===== config.mk =====
export PLATFORM = sky130hd
export DESIGN_NAME = ar_txd
export DESIGN_NICKNAME = d
export VERILOG_FILES = /design/src/rtl/ar429_pkg.sv /design/src/rtl/ar_bit_timer.sv /design/src/rtl/ar_txd.sv
export SDC_FILE = /design/constraint.sdc
export NUM_CORES = 1
export LEC_CHECK = 0
export CORE_MARGIN = 3
export CORE_UTILIZATION = 53
export CTS_CLUSTER_DIAMETER = 200
export DETAILED_ROUTE_END_ITERATION = 10
export PLACE_DENSITY = 0.78
export REMOVE_ABC_BUFFERS = 1
export SETUP_SLACK_MARGIN = 0.3
export SLEW_MARGIN = 20
export SYNTH_ARGS = -nofsm -noshare
export SYNTH_HDL_FRONTEND = slang
export SYNTH_SLANG_ARGS = --single-unit

===== constraint.sdc =====
create_clock -name clk -period 2.5 [get_ports clk]
set_input_delay 0.5 -clock clk [delete_from_list [all_inputs] [get_ports clk]]
set_output_delay 0.5 -clock clk [all_outputs]
set_load 0.1 [all_outputs]

===== src/rtl/ar429_pkg.sv =====
// ar429_pkg: constants, FSM encoding and parity helper shared by the ARINC-429 style transmitter and receiver.
// Holds word geometry (WORD_BITS, LABEL_BITS, DATA_BITS), the default line-rate
// constants and the transmitter FSM state type.
package ar429_pkg;
    localparam int WORD_BITS    = 32;
    localparam int LABEL_BITS   = 8;
    localparam int DATA_BITS    = 23;
    localparam int F_CLK_DEF    = 50_000_000;
    localparam int F_BIT_DEF    = 100_000;
    localparam int GAP_BITS_DEF = 4;
    typedef enum logic [1:0] {IDLE, SEND, GAP} ar_state_e;
    // Odd parity bit over the first 31 bits: total number of ones becomes odd.
    function automatic logic odd_par(input logic [WORD_BITS-2:0] v);
        return ~^v;
    endfunction
endpackage


===== src/rtl/ar_bit_timer.sv =====
// ar_bit_timer: half-bit timing for the return-to-zero line code.
// Ports:
//   clk   - system clock, rising edge
//   rst   - synchronous active-high reset
//   clr   - hold the timer at the start of a bit (high half)
//   tick  - one-clk pulse on the last clock of each half-bit
//   phase - 1 during the high (data) half of a bit, 0 during the low half
module ar_bit_timer import ar429_pkg::*; #(
    parameter int F_CLK = F_CLK_DEF,
    parameter int F_BIT = F_BIT_DEF
) (
    input  logic clk,
    input  logic rst,
    input  logic clr,
    output logic tick,
    output logic phase
);
    localparam int H  = F_CLK / (2 * F_BIT);
    localparam int CW = $clog2(2 * H);
    logic [CW-1:0] cnt;
    assign phase = cnt < CW'(H);
    assign tick  = (cnt == CW'(H - 1)) || (cnt == CW'(2 * H - 1));
    always_ff @(posedge clk) begin
        if (rst || clr)
            cnt <= '0;
        else
            cnt <= (cnt == CW'(2 * H - 1)) ? '0 : cnt + CW'(1);
    end
endmodule


===== src/rtl/ar_txd.sv =====
// ar_txd: ARINC-429 style bipolar return-to-zero word transmitter.
// Ports:
//   clk    - system clock, rising edge
//   rst    - synchronous active-high reset
//   st     - start request, accepted only in IDLE
//   adr    - 8-bit label, sent MSB first
//   dat    - 23-bit data field, sent LSB first
//   par_in - raw bit 32 when the parity generator is not built in
//   TXD1   - registered "one" line
//   TXD0   - registered "zero" line
//   busy   - high from the accepting edge until the end of the inter-word gap
//   ce_tx  - one-clk pulse in the last gap clock
// Build option: define AR_TXD_PARITY_EN to send odd parity as bit 32 instead of par_in.
module ar_txd import ar429_pkg::*; #(
    parameter int F_CLK    = F_CLK_DEF,
    parameter int F_BIT    = F_BIT_DEF,
    parameter int GAP_BITS = GAP_BITS_DEF
) (
    input  logic                  clk,
    input  logic                  rst,
    input  logic                  st,
    input  logic [LABEL_BITS-1:0] adr,
    input  logic [DATA_BITS-1:0]  dat,
    input  logic                  par_in,
    output logic                  TXD1,
    output logic                  TXD0,
    output logic                  busy,
    output logic                  ce_tx
);
    localparam int GW = $clog2(GAP_BITS + 1);
    ar_state_e            state, nstate;
    logic [WORD_BITS-1:0] sreg;
    logic [4:0]           bcnt;
    logic [GW-1:0]        gcnt;
    logic [DATA_BITS-1:0] drev;
    logic                 par, tick, phase, bit_end, accept;
    ar_bit_timer #(.F_CLK(F_CLK), .F_BIT(F_BIT)) u_timer (
        .clk   (clk),
        .rst   (rst),
        .clr   (state == IDLE),
        .tick  (tick),
        .phase (phase)
    );
    // Data goes out LSB first while the shift register shifts out its MSB.
    assign drev    = {<<{dat}};
`ifdef AR_TXD_PARITY_EN
    assign par     = odd_par({adr, dat});
`else
    assign par     = par_in;
`endif
    assign bit_end = tick && !phase;
    assign accept  = (state == IDLE) && st;
    assign busy    = state != IDLE;
    assign ce_tx   = (state == GAP) && bit_end && (gcnt == GW'(GAP_BITS - 1));
    always_comb begin
        nstate = state;
        case (state)
            IDLE:    nstate = st ? SEND : IDLE;
            SEND:    nstate = (bit_end && bcnt == 5'(WORD_BITS - 1)) ? GAP : SEND;
            GAP:     nstate = ce_tx ? IDLE : GAP;
            default: nstate = IDLE;
        endcase
    end
    always_ff @(posedge clk) begin
        if (rst) begin
            state <= IDLE;
            sreg  <= '0;
            bcnt  <= '0;
            gcnt  <= '0;
            TXD1  <= 1'b0;
            TXD0  <= 1'b0;
        end else begin
            state <= nstate;
            // Lines follow the current bit one clock later, so the first high half
            // starts on the edge after the accepting one.
            TXD1  <= (state == SEND) && phase && sreg[WORD_BITS-1];
            TXD0  <= (state == SEND) && phase && !sreg[WORD_BITS-1];
            if (accept) begin
                sreg <= {adr, drev, par};
                bcnt <= '0;
                gcnt <= '0;
            end else if (bit_end && state == SEND) begin
                sreg <= {sreg[WORD_BITS-2:0], 1'b0};
                bcnt <= (bcnt == 5'(WORD_BITS - 1)) ? bcnt : bcnt + 5'd1;
            end else if (bit_end && state == GAP) begin
                gcnt <= gcnt + GW'(1);
            end
        end
    end
endmodule


==> results of run 1 <==
==> power groups by stage <==
stage                     logic, uW  clock network [uW]  registers [uW]
after floorplan                97.1                   0             925
after global placement          199                   0             920
after detailed placement        201                   0             922
after CTS                       203                 615             902
after global routing            225                 657             906
final                           204                 609             902
==> critical path: cells and delay by family (launching register included) <==
kind | cells | cell delay (ps)
AND/OR/NAND/NOR | 3 | 460
flip-flops | 1 | 390
AO/OA/AOI/OAI | 1 | 330
buffers and inverters | 1 | 160
adder cells (fa/ha/maj) | 1 | 150
==> cell usage in the layout, fill, tap and decap left out, types with 2 or more instances in the layout <==
| master | synthesis | routed |
|---|---|---|
| sky130_fd_sc_hd__dfxtp_1 | 53 | 46 |
| sky130_fd_sc_hd__clkdlybuf4s50_1 | 0 | 34 |
| sky130_fd_sc_hd__nand2_1 | 33 | 33 |
| sky130_fd_sc_hd__nand3_1 | 29 | 28 |
| sky130_fd_sc_hd__o211ai_1 | 27 | 27 |
| sky130_fd_sc_hd__a31oi_1 | 26 | 26 |
| sky130_fd_sc_hd__nor2_1 | 22 | 22 |
| sky130_fd_sc_hd__buf_4 | 0 | 18 |
| sky130_fd_sc_hd__a21oi_1 | 6 | 6 |
| sky130_fd_sc_hd__o31ai_1 | 6 | 6 |
| sky130_fd_sc_hd__clkbuf_8 | 0 | 6 |
| sky130_fd_sc_hd__a211oi_1 | 5 | 5 |
| sky130_fd_sc_hd__nand4_1 | 5 | 5 |
| sky130_fd_sc_hd__dfxtp_2 | 0 | 5 |
| sky130_fd_sc_hd__inv_1 | 5 | 4 |
| sky130_fd_sc_hd__nor4_1 | 4 | 4 |
| sky130_fd_sc_hd__xnor2_1 | 4 | 4 |
| sky130_fd_sc_hd__ha_1 | 6 | 4 |
| sky130_fd_sc_hd__and3_1 | 3 | 3 |
| sky130_fd_sc_hd__a2111oi_1 | 3 | 3 |
| sky130_fd_sc_hd__or3_1 | 3 | 3 |
| sky130_fd_sc_hd__nor3_1 | 4 | 3 |
| sky130_fd_sc_hd__xor2_1 | 3 | 3 |
| sky130_fd_sc_hd__buf_12 | 0 | 3 |
| sky130_fd_sc_hd__nand3b_4 | 2 | 2 |
| sky130_fd_sc_hd__a2111oi_0 | 3 | 2 |
| sky130_fd_sc_hd__ha_4 | 0 | 2 |
| sky130_fd_sc_hd__dfxtp_4 | 0 | 2 |
==> metrics by stage <==
stage	worst slack, ps	hold slack [ps]	cell area, sq um
after floorplan	-848	413	2440
after detailed placement	311	444	3010
final	203	458	3230
after CTS	215	457	3210
after global placement	371	447	3010
after global routing	118	485	3230
==> metal layers <==
metal	wire [um]	part of all wire
met1	2700	0.46
met3	268	0.046
met2	2810	0.48
met4	68	0.012
met5	0	0
==> worst paths after layout <==
| kind | endpoint | slack [ps] | cells after the start |
|---|---|---|---|
| hold / removal | TXD0 | 460 | 1 |
| hold reg to reg | TXD0 | 460 | 1 |
| setup reg to reg | bcnt[2] | 470 | 6 |
| setup / recovery | ce_tx | 200 | 6 |
==> layout make-up <==
type	count	area, sq um	share of cell area
Multi-Input combinational cell	214	1420	0.439
Sequential cell	53	1070	0.332
Timing Repair Buffer	55	536	0.166
Clock buffer	6	82.6	0.0255
Tap cell	52	65.1	0.0201
Clock inverter	2	37.5	0.0116
Inverter	5	18.8	0.00580
==> what timing repair did <==
action,CTS,global route
buffers inserted,4,1
pin swaps,4,2
gates resized for setup,16,5
endpoints found under the setup margin,1,5
==> cells by family (layout without fill, tap and decap cells) <==
group | count (synthesis) | count (layout) | share of synthesized area
and+or+nand+nor | 115 | 115 | 0.227
adders and majority gates | 6 | 6 | 0.0294
muxes | 1 | 1 | 0.00391
DFF | 53 | 53 | 0.415
buffers and inverters | 32 | 68 | 0.0528
AOI/OAI and AO/OA | 85 | 85 | 0.248
xor gates and xnor gates | 7 | 7 | 0.0240
==> state kept, by name (all words and copies together) (netlist names) <==
name / count
sreg: 32
u_timer.cnt: 9
bcnt: 5
gcnt: 3
state: 2
TXD0: 1
TXD1: 1
==> metrics.cfg, run 1 <==
[pwr]
p_leak_uw=0.00114
power.net_switching_uw=410
reg_power_frac=0.526
power_switching_share=0.239
power-per-cell-area_nw_per_um2=530
total_chip_power_uw=1720
internal-power_uw=1310
power.share.clock=0.355
gate_power_share=0.119
worst_ir_drop_vdd_mv=0.308

[clock_tree]
cts_buffers=5
cts_tree=yes
cts.root.buffer_cell=sky130_fd_sc_hd__clkbuf_8
ctsLongestPathBuffers=2
postCtsHoldBufs=0
clkLatencyLatePin_ps=310
cts.sinks=53
cts.clk_slew.worst_paths_ps=90
clock_tree.htree_level_count=2

[setup_path]
end_kind=output port
crit_path_start=u_timer.cnt[0]
cp_max_fo=4
worst_ep_arrival_time_ps=1800
r2r-start=u_timer.cnt[0]
slowest_delay_ps=390
required_worst_endpoint_ps=2000
critical_path_class=reg2out
critPathLaunchType=flop
crit_path_top_delay_cell=sky130_fd_sc_hd__dfxtp_4
worstPathCellList=ha_4, nand3b_4, a211o_1, nor3_2, and2_4, buf_12

[die]
floorplan.io_pins=39
die_height_um=75.5
fp.dieArea_sq_um=5690
rows=24
floorplan.initialDensity=0.568
core_region_area_sq_um=4500
die_span_in_x_um=75.5

[timing]
finalMaxSlewViolations=0
maxSlewHeadroom=0.550
tightestPinTransition_ps=675
max_clock_freq_mhz=435
timing.final.setup_violations=0
hold_viol=0
tns_ps=0
post-route-period-util=0.919
grt_setup_unrepaired=yes
final_worst_clock_skew_ps=14.1
period_minus_slack_ps=2300

[flow_run]
max_cap_viol_count=0

[layout]
post-route-util=0.718
final_nets=375
antenna_cells_inserted=0
layoutNonFillerInstCount=387
fillCellCount=350
syn2layout_area_growth_pct=26.5
post_route_cells_drive_above_1_share=0.161

[global_routing]
global_route.usage.met1=0.294
groute.usage.overall=0.217
globalRouteMet2Util=0.346
antenna_found_initial=0
globalRouteOverflowTotal=0
grt_first_pass_wirelength_mm=9.72
first_global_vias=2102
gr-usage-met3=0.0475
grt_most_used_layer=met2
grt_start_max_net_pins=41

[synthesis]
fraction_of_the_yosys_area_taken_by_sequential_cells=0.415
syn_area_sq_um=2560
syn-mean-instance-area_sq_um=8.55
synth_cell_types=45
count_leader_synth=sky130_fd_sc_hd__dfxtp_1
synth_area_leaders=sky130_fd_sc_hd__dfxtp_1 (41%), sky130_fd_sc_hd__o211ai_1 (7.9%), sky130_fd_sc_hd__a31oi_1 (6.4%), sky130_fd_sc_hd__nand3_1 (5.7%), sky130_fd_sc_hd__nand2_1 (4.8%)
netlist_top_cells_count=sky130_fd_sc_hd__dfxtp_1 (53), sky130_fd_sc_hd__nand2_1 (33), sky130_fd_sc_hd__nand3_1 (29)
ys_warn_count=0
synth_area_leader_cell=sky130_fd_sc_hd__dfxtp_1
synth_cells=299
yosys_most_used_dff=sky130_fd_sc_hd__dfxtp_1
ys_ff_latch=53
yosysTopAreaCellShare=0.415
ys_async_sr_fraction=0
number_of_flops_mapped_to_enable_cells_by_yosys=0

[place]
gp_congestion=0.873
io_buffer_count=38
placed_cells_incl_taps=374
dp_hpwl_mm=3.86

[detailed_routing]
route.detailed.drc=0
post_drt_via_cell_ratio=6.15
first_iter_violations=156
drt_pass1_iterations=4
wl_per_cell_um=15.1
drtAntennaViolNets=0
postRouteWirelength_mm=5.84
vias=2380

[outcome]
run_status=finished clean

[min_path]
hold_path_class=reg2reg
hold_path_startpoint=sreg[31]

Note: power is estimated with default switching activity, not from simulation.
==> run 2, diff against run 1 <==
- CORE_UTILIZATION: 53 -> 50
- CTS_BUF_LIST: default -> sky130_fd_sc_hd__clkbuf_16
- PLACE_DENSITY: 0.78 -> 0.74
- SYNTH_HIERARCHICAL: default -> 1
==> run 2 against run 1 <==
Maximum frequency decreased by 1.9%; register-to-register slack worse by 180 ps; routed wire length fell by 3.9%; via count is 6.7% lower; first-iteration DRC count up 21%; power up 9.9%; non-clock buffer count increased by 1; synthesized cell count fell by 8.4%; combinational power decreased by 5%; sequential share of layout area rose by 0.97 points; clock power up 30%; worst hold slack better by 13 ps.
==> metrics.cfg, run 2 <==
[outcome]
run_status=finished clean

[synthesis]
ys_warn_count=6
count_leader_synth=sky130_fd_sc_hd__dfxtp_1
synth_cell_types=45
ys_ff_latch=53
synth_area_leader_cell=sky130_fd_sc_hd__dfxtp_1
synth_area_leaders=sky130_fd_sc_hd__dfxtp_1 (44%), sky130_fd_sc_hd__a22oi_1 (8.7%), sky130_fd_sc_hd__nand3_1 (7.9%), sky130_fd_sc_hd__a21oi_1 (7.0%), sky130_fd_sc_hd__ha_1 (3.1%)
ys_async_sr_fraction=0
syn_area_sq_um=2420
netlist_top_cells_count=sky130_fd_sc_hd__dfxtp_1 (53), sky130_fd_sc_hd__nand3_1 (38), sky130_fd_sc_hd__a21oi_1 (34)
number_of_flops_mapped_to_enable_cells_by_yosys=0
fraction_of_the_yosys_area_taken_by_sequential_cells=0.439
synth_cells=274
yosysTopAreaCellShare=0.439
syn-mean-instance-area_sq_um=8.82
yosys_most_used_dff=sky130_fd_sc_hd__dfxtp_1

[min_path]
hold_path_startpoint=sreg[0]
min_path_cells=2
timing.hold.worst_endpoint=sreg[0]
hold_path_class=reg2reg

[setup_path]
worst_path_dominant_cell_family=simple AND/OR/NAND/NOR gates
worstPathCellList=ha_4, nand2_1, o22a_1, nor3_2, and4bb_2, and2_4, buf_12
reg2regPathDepth=9
critical_path_buf_inv_count=1
crit_path_top_delay_cell=sky130_fd_sc_hd__dfxtp_4
r2r_slack_ps=290
required_worst_endpoint_ps=2000
slowest_delay_ps=390
cp_max_fo=3
worst_ep_arrival_time_ps=1840
end_kind=output port
r2r_end=bcnt[3]
critical_path_class=reg2out
r2r-start=u_timer/cnt[0]
critPathLaunchType=flop

[clock_tree]
cts.root.buffer_cell=sky130_fd_sc_hd__clkbuf_16
ctsLongestPathBuffers=2
cts_tree=yes
cts_buffers=5
cts.clk_slew.worst_paths_ps=70
clock_tree.htree_level_count=2
postCtsHoldBufs=0
clkLatencyLatePin_ps=290
cts.sinks=53

[die]
fp.dieArea_sq_um=5700
floorplan.initialDensity=0.536
core_region_area_sq_um=4500
floorplan.io_pins=39
rows=24
die_height_um=75.5
die_span_in_x_um=75.5

[layout]
largest_registers=sreg: 32 flops, u_timer/cnt: 9 flops, bcnt: 5 flops
syn2layout_area_growth_pct=30.1
post_route_cells_drive_above_1_share=0.168
largest_register=sreg
layout.cell_area.non_filler_sq_um=3140
antenna_cells_inserted=0
final_nets=355
layout.cells.most_common=sky130_fd_sc_hd__dfxtp_1
largest_register_ff_count=32
highest_count_cells_in_the_layout_ignoring_fill_and_taps=sky130_fd_sc_hd__dfxtp_1 (46), sky130_fd_sc_hd__nand3_1 (38), sky130_fd_sc_hd__a21oi_1 (34), sky130_fd_sc_hd__clkdlybuf4s50_1 (34), sky130_fd_sc_hd__a22oi_1 (28)

[timing]
grt_setup_unrepaired=yes
max_clock_freq_mhz=427
timing.final.setup_violations=0
tns_ps=0
finalMaxSlewViolations=0
maxSlewHeadroom=0.579
final.hold.worst_slack_ps=471
period_minus_slack_ps=2340
fin_ws_ps=160
post-route-period-util=0.936
hold_viol=0
tightestPinTransition_ps=626
final_worst_clock_skew_ps=7.98

[flow_run]
max_cap_viol_count=0

[global_routing]
grt_first_pass_wirelength_mm=9.09
grt_start_max_net_pins=38
antenna_found_initial=0
groute.usage.overall=0.200
globalRouteOverflowTotal=0
first_global_vias=2009

[pwr]
power-per-cell-area_nw_per_um2=600
p_leak_uw=0.00110
worst_ir_drop_vdd_mv=0.438
total_chip_power_uw=1880

[place]
io_buffer_count=38
placed_area_sq_um=2850
dp_hpwl_mm=3.39
dpl_worst_slack_ps=322
gp_congestion=0.827

[detailed_routing]
route.detailed.drc=0
post_drt_via_cell_ratio=6.05
drtAntennaViolNets=0
vias=2221
first_iter_violations=188
wl_per_cell_um=15.3
drt_pass1_iterations=4
postRouteWirelength_mm=5.62

## run 2: cell count changes in the layout (fill, tap and decap cells not counted), sizes merged, moves of 5 or more
| cell | before | now |
|---|---|---|
| a2111oi | 7 | 0 |
| a21oi | 6 | 34 |
| a22oi | 0 | 28 |
| a31oi | 26 | 4 |
| nand2 | 34 | 13 |
| nand3 | 29 | 38 |
| nor2 | 22 | 17 |
| o211ai | 27 | 1 |
## run 2: power breakdown
part	leakage, uW	internal (uW)	total [uW]	switching [uW]
sequential	0.000437	877	899	21.9
clock	0.0000859	481	793	312
combinational	0.000577	99.8	193	93.4
## run 2: logic make-up (layout without fill, tap and decap cells)
family / count (synthesis) / count (layout) / synth area share
flops: 53 / 53 / 0.439
mux: 2 / 2 / 0.00829
xor+xnor: 4 / 4 / 0.0145
simple gates: 95 / 95 / 0.212
fa+ha+maj: 6 / 6 / 0.0311
buf+inv: 31 / 72 / 0.0663
compound gates: 83 / 83 / 0.229
## run 2: worst reg2reg max path: cells and delay by family (launching register included)
kind	cells	cell delay [ps]
AO/OA/AOI/OAI	2	350
flip-flops	1	390
adder cells (fa/ha/maj)	1	140
AND/OR/NAND/NOR	4	1030
buffers and inverters	2	230
## run 2: cell type report
cell class / count / area (sq um)
repair buffers: 56 / 546
inverters: 8 / 30.0
flip-flops and latches: 53 / 1070
clock inverters: 3 / 50.0
fillers: 350 / 1360
well taps: 52 / 65.1
multi-input cells: 190 / 1250
clock buffers: 5 / 125
## run 2: worst max path at each step
stage,start,cells past startpoint,to
global route,u_timer/cnt[1],8,ce_tx
CTS,u_timer/cnt[1],7,ce_tx
global placement,u_timer/cnt[0],7,ce_tx
floorplan,u_timer/cnt[0],7,sreg[25]
detailed placement,u_timer/cnt[0],9,sreg[11]
finish,u_timer/cnt[0],7,ce_tx
## run 2: stage by stage
stage	util	instances
global route	0.698	367
global placement	0.633	352
detailed placement	0.633	352
floorplan	-	251
finish	0.698	367
CTS	0.688	365
## run 2: what timing repair did
action                     CTS  global route
buffers inserted             5             1
cloned                       0             1
gates resized for setup     14            10
setup endpoints to repair    5            32
pin swaps                    3             2
## run 2: metal layers
layer | wire length, um | global-route usage | up-vias
met1 | 2590 | 0.281 | 1073
met2 | 2780 | 0.318 | 50
met5 | 0 | 0 | -
met3 | 195 | 0.0330 | 5
met4 | 44 | 0.0583 | 0
li1 | - | - | 1093
